[config.mk]
export PLATFORM = sky130hd
export DESIGN_NAME = alu_logic_bist
export DESIGN_NICKNAME = d
export VERILOG_FILES = /design/src/rtl/alu_logic_bist.sv
export SDC_FILE = /design/constraint.sdc
export NUM_CORES = 1
export LEC_CHECK = 0
export CORE_ASPECT_RATIO = 1.5
export CORE_MARGIN = 2
export CORE_UTILIZATION = 40
export DETAILED_ROUTE_END_ITERATION = 6
export GPL_ROUTABILITY_DRIVEN = 1
export HOLD_SLACK_MARGIN = 0.05
export PLACE_DENSITY = 0.73
export SETUP_SLACK_MARGIN = 0.5
export SLEW_MARGIN = 0
export SYNTH_ARGS = -nofsm -noshare
export SYNTH_HDL_FRONTEND = slang
export SYNTH_SLANG_ARGS = --single-unit
[constraint.sdc]
create_clock -name clk -period 3.25 [get_ports clk]
set_input_delay 0.4875 -clock clk [delete_from_list [all_inputs] [get_ports clk]]
set_output_delay 0.4875 -clock clk [all_outputs]
set_load 0.005 [all_outputs]
[src/rtl/alu_logic_bist.sv]
// Clocked self-test sweep for the 2-bit ALU logic unit: drives all 128 {sel,a,b}
// vectors, checks each result against a golden model and reports pass/fail.
module alu_logic_bist #(
    parameter int LAT   = 0,
    parameter int ERR_W = 8
) (
    input  logic             clk,
    input  logic             rst,
    input  logic             start,
    output logic [1:0]       a_out,
    output logic [1:0]       b_out,
    output logic [2:0]       sel_out,
    input  logic [1:0]       dut_out,
    output logic             busy,
    output logic             done,
    output logic             pass,
    output logic [ERR_W-1:0] err_cnt,
    output logic             fail_valid,
    output logic [6:0]       first_fail
);

    localparam int WC_W = (LAT < 1) ? 1 : $clog2(LAT + 1);
    localparam logic [ERR_W-1:0] ERR_MAX = '1;

    typedef enum logic [2:0] {
        S_IDLE  = 3'd0,
        S_DRIVE = 3'd1,
        S_WAIT  = 3'd2,
        S_CHECK = 3'd3,
        S_DONE  = 3'd4
    } state_t;

    state_t           state_q, state_d;
    logic [6:0]       idx_q, idx_d;
    logic [6:0]       drv_q, drv_d;
    logic [WC_W-1:0]  wait_q, wait_d;
    logic [ERR_W-1:0] err_q, err_d;
    logic             fv_q, fv_d;
    logic [6:0]       ff_q, ff_d;
    logic             mismatch;

    function automatic logic [1:0] golden(input logic [2:0] s, input logic [1:0] a,
                                          input logic [1:0] b);
        logic [1:0] r;
        case (s)
            3'd0:    r = a & b;
            3'd1:    r = a | b;
            3'd2:    r = a ^ b;
            3'd3:    r = ~(a & b);
            3'd4:    r = ~(a | b);
            3'd5:    r = ~(a ^ b);
            3'd6:    r = ~a;
            default: r = a;
        endcase
        return r;
    endfunction

    always_ff @(posedge clk) begin
        if (rst) begin
            state_q <= S_IDLE;
            idx_q   <= '0;
            drv_q   <= '0;
            wait_q  <= '0;
            err_q   <= '0;
            fv_q    <= 1'b0;
            ff_q    <= '0;
        end else begin
            state_q <= state_d;
            idx_q   <= idx_d;
            drv_q   <= drv_d;
            wait_q  <= wait_d;
            err_q   <= err_d;
            fv_q    <= fv_d;
            ff_q    <= ff_d;
        end
    end

    // drv_q is only rewritten in DRIVE, so the operands stay stable through WAIT and CHECK
    assign mismatch = (dut_out != golden(drv_q[6:4], drv_q[3:2], drv_q[1:0]));

    always_comb begin
        state_d = state_q;
        idx_d   = idx_q;
        drv_d   = drv_q;
        wait_d  = wait_q;
        err_d   = err_q;
        fv_d    = fv_q;
        ff_d    = ff_q;
        case (state_q)
            S_IDLE, S_DONE: begin
                if (start) begin
                    state_d = S_DRIVE;
                    idx_d   = '0;
                    err_d   = '0;
                    fv_d    = 1'b0;
                    ff_d    = '0;
                end
            end
            S_DRIVE: begin
                drv_d = idx_q;
                if (LAT == 0) begin
                    state_d = S_CHECK;
                end else begin
                    state_d = S_WAIT;
                    wait_d  = WC_W'(LAT);
                end
            end
            S_WAIT: begin
                wait_d = wait_q - WC_W'(1);
                if (wait_q <= WC_W'(1)) begin
                    state_d = S_CHECK;
                end
            end
            S_CHECK: begin
                if (mismatch) begin
                    if (err_q != ERR_MAX) begin
                        err_d = err_q + ERR_W'(1);
                    end
                    if (!fv_q) begin
                        fv_d = 1'b1;
                        ff_d = idx_q;
                    end
                end
                if (idx_q == 7'd127) begin
                    state_d = S_DONE;
                end else begin
                    idx_d   = idx_q + 7'd1;
                    state_d = S_DRIVE;
                end
            end
            default: state_d = S_IDLE;
        endcase
    end

    always_comb begin
        busy       = (state_q == S_DRIVE) || (state_q == S_WAIT) || (state_q == S_CHECK);
        done       = (state_q == S_DONE);
        pass       = (state_q == S_DONE) && (err_q == '0);
        err_cnt    = err_q;
        fail_valid = fv_q;
        first_fail = ff_q;
        sel_out    = drv_q[6:4];
        a_out      = drv_q[3:2];
        b_out      = drv_q[1:0];
    end

endmodule
# --- Yosys cells after proc, flatten, opt, wreduce, memory -nomap -nowiden ---
# Cells that the tools add are included.
classes:
  n_mul: 0
  add_sub_neg: 3
  bitwise: 7
  n_reduce_logical: 13
  muxes: 18
  n_shift: 0
  n_lt_le_gt_ge: 1
  div: 0
  n_eq_ne: 19
ops:
  columns: ["operator", "n"]
  rows:
  - ["$mux 7", 4]
  - ["$pmux 7 s2", 2]
  - ["$mux 8", 3]
  - ["$pmux 8 s2", 1]
  - ["$pmux 2 s7", 1]
  - ["$eq 3x2->1 const B", 4]
  - ["$eq 3x3->1 const B", 4]
  - ["$ne 2x2->1 const B", 6]
  - ["$pmux 3 s4", 1]
  - ["$mux 3", 3]
  - ["$add 8x1->8 const B", 1]
  - ["$logic_not 8->1", 1]
  - ["$ne 8x8->1 const B", 1]
  - ["$not 2->2", 4]
  - ["$reduce_and 4->1", 2]
  - ["$add 7x1->7 const B", 1]
  - ["$eq 7x7->1 const B", 1]
  - ["$eq 3x1->1 const B", 2]
  - ["$logic_not 3->1", 2]
  - ["$reduce_and 3->1", 2]
  - ["$and 2x2->2", 1]
  - ["$logic_or 1x1->1", 2]
  - ["$mux 1", 2]
  - ["$ne 2x2->1", 1]
  - ["9 further kinds", 9]
totals:
  latchBits: 0
  output_inout_bits: 26
  mem_bits_rw: 0
  mem_count: 0
  word_cells: 68
  reg_bits: 34
  inputBits: 5
  romBits: 0

# --- Longest topological paths before layout ---
# Gate-level depths: netlist (run 1).
depth:
  ltp_word: 6
  ltp_mapped: 11
  ltp_nobuf: 10

# --- Worst setup path before layout (run 1) ---
# No wires, ideal clock.
synth_timing:
  kind: "flip-flop to flip-flop"
  startpoint: "register drv_q[3]"
  endpoint: "register ff_q[0], in the netlist first_fail[0]"
  setup_slack_ns: 0.962
  setup_ns: 0.117
  path_buffers: 1
  path_stages_with_launch: 12
  period_less_slack_ns: 2.288
  arrival_ns: 2.171
  required_time_ns: 3.133
  path_cell_list: "dfxtp_1 inv_1 ha_1 nor2b_1 a21oi_1 a211oi_1 o32a_2 xnor2_1 a21oi_1 and2_1 buf_2 a22o_1"
synth_between:
  elab_chain_cells: 6
  word_cells_on_any_way: 11
  classes_between: "eq/ne: 2; mux: 1; bitwise: 7; reduce/logical: 1"
synth_rtl:
  columns: ["item", "line_no", "source"]
  rows:
  - ["start: declaration", "35", "logic [6:0] drv_q, drv_d;"]
  - ["start signal: assignment", "70", "drv_q <= drv_d;"]
  - ["$xor 2x2->2 (tied with other cells)", "48, 51", null]
  - ["$not 2->2, on equally long branches", "51, 49, 50", null]
  - ["$pmux 2 s7 *", "45", "case (s)"]
  - ["$ne 2x2->1 *", "79", "assign mismatch = (dut_out != golden(drv_q[6:4], drv_q[3:2], drv_q[1:0]));"]
  - ["$ne 2x2->1 (no line) *", null, null]
  - ["$reduce_and 4->1 (no line) *", null, null]
  - ["end signal: assignment", "66", "ff_q <= '0;"]
  - ["end signal: assignment", "74", "ff_q <= ff_d;"]
  - ["end: declaration", "39", "logic [6:0] ff_q, ff_d;"]
# Mark *: on every way between the ends. The rest lies on a longest branch, timed or not.
# A chain may end at the register's enable or synchronous reset.

# --- Worst setup path in the final report (run 1) ---
layout_timing:
  startpoint: "register drv_q[3]"
  endpoint: "register ff_q[4], in the netlist first_fail[4]"
# The elaborated chain is that of the path after synthesis.

==> results.sh, run 1 <==
export IMPL_hold_viol=0
export IMPL_first_iter_violations=37
export IMPL_leakagePower_nw=0.788
export IMPL_fp_dieArea_mm2=0.00482
export IMPL_synth_top_family_by_area="simple AND/OR/NAND/NOR gates"
export IMPL_yosys_area_share_xor_xnor=0.0506
export IMPL_tns_ps=0
export IMPL_path_cells="inv_1 -> ha_1 -> nor2b_1 -> a21oi_1 -> a211oi_1 -> o32a_2 -> xnor2_1 -> a21oi_1 -> and2_1 -> a22o_1"
export IMPL_ctsLongestPathBuffers=2
export IMPL_area_growth_pct=25.2
export IMPL_post_cts_setup_buffers=0
export IMPL_syn_area_mm2=0.00171
export IMPL_antenna_cells=0
export IMPL_yosys_warnings=0
export IMPL_clock_latency_ps=290
export IMPL_synth_compound_area_frac=0.219
export IMPL_setup_violations=0
export IMPL_path_clk_slew_ps=60
export IMPL_final_core_util=0.512
export IMPL_critPathRequiredTime_ps=3430
export IMPL_synth_seq_cells=33
export IMPL_gp_congestion=0.797
export IMPL_worstPathArrival_ps=2720
export IMPL_critPathMaxFanout=7
export IMPL_maxCapViolCount=0
export IMPL_critPathSlowestCell="dfxtp_1"
export IMPL_fin_crit_sh=0.783
export IMPL_yosys_cell_count_top_type="dfxtp_1"
export IMPL_syn_nets=215
export IMPL_fillerInstances=397
export IMPL_start_kind="flop"
export IMPL_path_class="reg2reg"
export IMPL_wl_per_cell_um=14.3
export IMPL_worstPathBufferInverterCount=1
export IMPL_cts_buffers=5
export IMPL_worstHoldPathType="reg2reg"
export IMPL_worst_slack_ps=705
export IMPL_postSynth_asyncResetShare=0
export IMPL_cts_hold_buf=0
export IMPL_final_nets=248
export IMPL_rsz0062_at_grt="false"
export IMPL_cts_htree_levels=2
export IMPL_initial_utilization=0.409
export IMPL_place_area_mm2=0.00205
export IMPL_clock_sinks=33
export IMPL_drt_total_wl_um=4040
export IMPL_vias=1606
export IMPL_core_mm2=0.00417
export IMPL_io_pins=31
export IMPL_gr_usage_all_layers=0.181
export IMPL_post_route_cell_area_mm2=0.00214
export IMPL_pre_cts_slack_ps=654
export IMPL_root_buffer="clkbuf_8"
export IMPL_antenna_found_initial=0
export IMPL_crit_family="compound AO/OA/AOI/OAI gates"
export IMPL_ys_seq_area_frac=0.387
export IMPL_worst_hold_slack_ps=479
export IMPL_hpwlAfterDp_um=2910
export IMPL_slew_viol_final=0
export IMPL_postRouteAntennaNets=0
export IMPL_synthMuxAreaShare=0.0117
export IMPL_status="finished clean"
export IMPL_synthCells=203
export IMPL_synth_commonest_cells="dfxtp_1, nor2_1, a21oi_1, nand2_1, a22o_1"
export IMPL_rows=29
export IMPL_synth_cell_type_count=50
export IMPL_drtPass1Iterations=4
export IMPL_rrSetupSlack_ps=710
export IMPL_synth_adder_area_share=0.0513
export IMPL_drive_above_1_share=0.0844
export IMPL_critPathCaptureType="flop"
export IMPL_drcViolationCount=0
export IMPL_grt_pass1_vias=1537
export IMPL_cts_tree="yes"
export IMPL_dp_cells=275
export IMPL_synth_edf_count=0
export IMPL_ys_flop_type="dfxtp_1"
export IMPL_layout_cells_non_filler=283
export IMPL_routed_via_density=5.67
export IMPL_numPortBuffers=30
export IMPL_cpMostUsedCell="a21oi_1"
export IMPL_grt_ovfl_total=0
export IMPL_grt_pass1_wl_um=6810
export IMPL_synth_top_area_frac=0.387
export IMPL_slowest_delay_ps=410
export IMPL_fin_skew_ps=6.02
export IMPL_max_freq_ghz=0.393
export IMPL_p_total_uw=847
export IMPL_die_w_um=57.3
export IMPL_yosys_area_share_simple=0.238
export IMPL_min_period_ps=2540
export IMPL_powerDensity_mw_per_mm2=396
export IMPL_worst_slew_pin_transition_ps=570
export IMPL_die_h_um=84
export IMPL_relSlewSlack=0.618
export IMPL_ys_top_cells_by_area="dfxtp_1, nor2_1, a21oi_1"
export IMPL_vdd_drop_max_uv=339
export IMPL_postSynthAreaPerCell_um2=8.41
export IMPL_yosysTopAreaCell="dfxtp_1"
export IMPL_grt_max_degree=13
## cell type report
type                    instances  area, µm²  share of cell area
clock inverters                 2       10.0             0.00468
well taps                      46       57.6              0.0269
clock buffers                   6       72.6              0.0340
flip-flops and latches         33        661               0.309
inverters                       9       36.3              0.0170
multi-input cells             154        977               0.457
repair buffers                 33        323               0.151
## layer usage
| layer | part of all wire | vias to the layer above | GRT usage |
|---|---|---|---|
| li1 | - | 799 | - |
| met1 | 0.43 | 752 | 0.205 |
| met2 | 0.50 | 47 | 0.304 |
| met3 | 0.049 | 8 | 0.0450 |
| met4 | 0.023 | 0 | 0.0951 |
| met5 | 0 | - | 0 |
## placed cells by master, fill, tap and decap left out, drive strengths merged, types with 4 or more instances in the layout
cell and instances:
a21oi 21, a22o 9, and2 5, clkbuf 6
clkdlybuf4s50 30, dfxtp 33, ha 7, inv 9
nand2 15, nand3 6, nor2 31, o21ai 8
xnor2 4, xor2 5
## state kept, by name, indices dropped and copies added (netlist names)
register and cells:
err_cnt 8, drv_q 7, fail_valid 1, first_fail 7, state_q 3, idx_q 7
## power by group
part / total (mW) / leakage [nW] / internal, mW / switching [mW]
clock network: 0.304 / 0.0450 / 0.148 / 0.156
registers: 0.432 / 0.267 / 0.415 / 0.0171
logic: 0.111 / 0.477 / 0.0505 / 0.0601
## cell families (layout without fill, tap and decap cells)
family / Yosys count / after routing
AO/OA/AOI/OAI: 55 / 55
flip-flops: 33 / 33
buffers and inverters: 16 / 50
multiplexers: 2 / 2
XOR/XNOR: 9 / 9
AND/OR/NAND/NOR: 81 / 81
adder cells (fa/ha/maj): 7 / 7
## worst paths after layout
kind,cells after the start,endpoint,from
setup / recovery,10,first_fail[4],drv_q[3]
hold / removal,1,first_fail[3],first_fail[3]
setup reg to reg,10,first_fail[4],drv_q[3]
hold reg to reg,1,first_fail[3],first_fail[3]
## worst reg2reg max path: cells and delay by family (launching register included)
family          cells  cell delay, ps
compound gates      5            1000
flops               1             410
simple gates        2             330
fa+ha+maj           1             310
xor+xnor            1             310
buf+inv             1             100
## timing repair
item / in CTS / in global routing
endpoints found under the setup margin: 0 / 7
hold endpoints to repair: 0 / 0
gates resized for setup: 0 / 1
(Power assumes the default switching activity.)
==> inputs of run 2 (changes only) <==
==> constraint.sdc (replaced) <==
create_clock -name clk -period 2.66 [get_ports clk]
set_input_delay 0.399 -clock clk [delete_from_list [all_inputs] [get_ports clk]]
set_output_delay 0.399 -clock clk [all_outputs]
set_load 0.005 [all_outputs]
==> run 2 against run 1 <==
Net effect:
- non-clock buffer count rose by 11
- global-route usage rose by 1.6 points
- clock power rose by 29%
- via count increased by 1.1%
- combinational power increased by 50%
- register-to-register slack worse by 310 ps
- sequential share of layout area fell by 2.7 points
- first-iteration DRC count is 19% higher
- critical endpoint is now first_fail[5]
- highest routed layer unchanged
==> results.sh, run 2 (synthesized netlist as in run 1, its figures left out) <==
export IMPL_status="finished clean"
export IMPL_grt_max_degree=13
export IMPL_final_nets=259
export IMPL_vdd_drop_max_uv=402
export IMPL_max_freq_ghz=0.441
export IMPL_leakagePower_nw=0.887
export IMPL_first_iter_violations=44
export IMPL_rsz0062_at_grt="true"
export IMPL_cts_buffers=5
export IMPL_drcViolationCount=0
export IMPL_grt_ovfl_total=0
export IMPL_path_clk_slew_ps=70
export IMPL_drive_above_1_share=0.247
export IMPL_drtPass1Iterations=4
export IMPL_ctsLongestPathBuffers=2
export IMPL_r2r_start="drv_q[3]"
export IMPL_hp_start="first_fail[4]"
export IMPL_powerDensity_mw_per_mm2=457
export IMPL_vias=1623
export IMPL_relSlewSlack=0.714
export IMPL_clock_latency_ps=290
export IMPL_min_period_ps=2270
export IMPL_rows=29
export IMPL_die_h_um=84
export IMPL_place_area_mm2=0.00209
export IMPL_layout_common_cells="nor2_1, clkdlybuf4s50_1, dfxtp_1"
export IMPL_worstPathArrival_ps=2440
export IMPL_fin_crit_sh=0.852
export IMPL_antenna_found_initial=0
export IMPL_start_kind="flop"
export IMPL_hold_viol=0
export IMPL_cts_hold_buf=0
export IMPL_root_buffer="clkbuf_8"
export IMPL_antenna_cells=0
export IMPL_fin_skew_ps=4.03
export IMPL_area_growth_pct=39.5
export IMPL_initial_utilization=0.409
export IMPL_critPathCaptureType="flop"
export IMPL_gr_usage_all_layers=0.196
export IMPL_tns_ps=0
export IMPL_core_mm2=0.00417
export IMPL_drt_total_wl_um=4500
export IMPL_post_route_cell_area_mm2=0.00238
export IMPL_wl_per_cell_um=15.4
export IMPL_final_common_cell="nor2_1"
export IMPL_worstHoldPathType="reg2reg"
export IMPL_io_pins=31
export IMPL_ff2ff_path_depth=10
export IMPL_largest_reg_flops=8
export IMPL_gp_congestion=0.787
export IMPL_postRouteAntennaNets=0
export IMPL_fp_dieArea_mm2=0.00482
export IMPL_critPathRequiredTime_ps=2840
export IMPL_setup_violations=0
export IMPL_dp_cells=277
export IMPL_cts_htree_levels=2
export IMPL_path_class="reg2reg"
export IMPL_hpwlAfterDp_um=3000
export IMPL_die_w_um=57.3
export IMPL_grt_pass1_wl_um=7450
export IMPL_min_path_cells=1
export IMPL_slew_viol_final=0
export IMPL_worst_slew_pin_transition_ps=428
export IMPL_critPathMaxFanout=7
export IMPL_maxCapViolCount=0
export IMPL_grt_pass1_vias=1614
export IMPL_numPortBuffers=30
export IMPL_clock_sinks=33
export IMPL_cts_tree="yes"
export IMPL_layout_cells_non_filler=293
export IMPL_crit_start="drv_q[3]"
export IMPL_routed_via_density=5.54
==> run 2: cell types whose count changed in the layout (fill, tap and decap cells not counted), moves of 3 or more <==
| cell | change |
|---|---|
| inv_2 | +4 |
| a21oi_1 | -5 |
| dfxtp_2 | +6 |
| ha_1 | -3 |
| a21oi_2 | +3 |
| buf_4 | +10 |
| dfxtp_1 | -7 |
| inv_1 | -4 |
==> run 2: per-stage QoR <==
step	total power [mW]	utilization	setup slack, ps	hold slack [ps]
6_report	1.09	0.571	393	481
2_1_floorplan	0.618	-	461	466
5_1_grt	1.13	0.571	324	496
3_3_place_gp	0.676	0.501	210	463
4_1_cts	1.08	0.558	504	481
3_5_place_dp	0.679	0.501	216	456
==> run 2: area by class of cell <==
type	count	area (µm²)
repair buffers	44	408
well taps	46	57.6
multi-input cells	154	1120
clock inverters	1	7.51
clock buffers	6	82.6
inverters	9	36.3
flip-flops and latches	33	672
fillers	357	1790
==> run 2: layer usage <==
| layer | GRT usage | vias up | wire length [µm] |
|---|---|---|---|
| li1 | - | 817 | - |
| met4 | 0.0655 | 0 | 63 |
| met5 | 0 | - | 0 |
| met3 | 0.0450 | 5 | 157 |
| met1 | 0.213 | 768 | 1890 |
| met2 | 0.363 | 33 | 2390 |
==> run 2: power breakdown <==
part           internal, mW  switching, mW
sequential            0.506         0.0206
combinational        0.0805         0.0866
clock                 0.205          0.189
total                 0.791          0.296
==> run 2: worst paths after layout <==
check,slack (ps),end
min,480,first_fail[4]
max,390,first_fail[5]
min reg2reg,480,first_fail[4]
max reg2reg,390,first_fail[5]
==> run 2: critical path, cell delays in order, from the launching register on <==
cell and delay [ps]:
dfxtp_2 340, inv_2 60, ha_4 260, nor2b_1 40, a21oi_1 150, a211oi_1 100, o32a_2 410, xnor2_4 290
a21oi_4 100, and2_4 200, a22o_1 210
==> run 2: what timing repair did <==
action                     CTS  global route
setup endpoints to repair   14            17
pin swaps                   14             7
buffers inserted             7             2
resized for setup           24            10
==> inputs of run 3 (changes only) <==
--- a/config.mk
+++ b/config.mk
@@ -13,7 +13,6 @@
 export HOLD_SLACK_MARGIN = 0.05
 export PLACE_DENSITY = 0.73
 export SETUP_SLACK_MARGIN = 0.5
-export SLEW_MARGIN = 0
 export SYNTH_ARGS = -nofsm -noshare
 export SYNTH_HDL_FRONTEND = slang
 export SYNTH_SLANG_ARGS = --single-unit
==> results of run 3 <==
The final DEF is identical to that of run 2; final timing and power are the same.
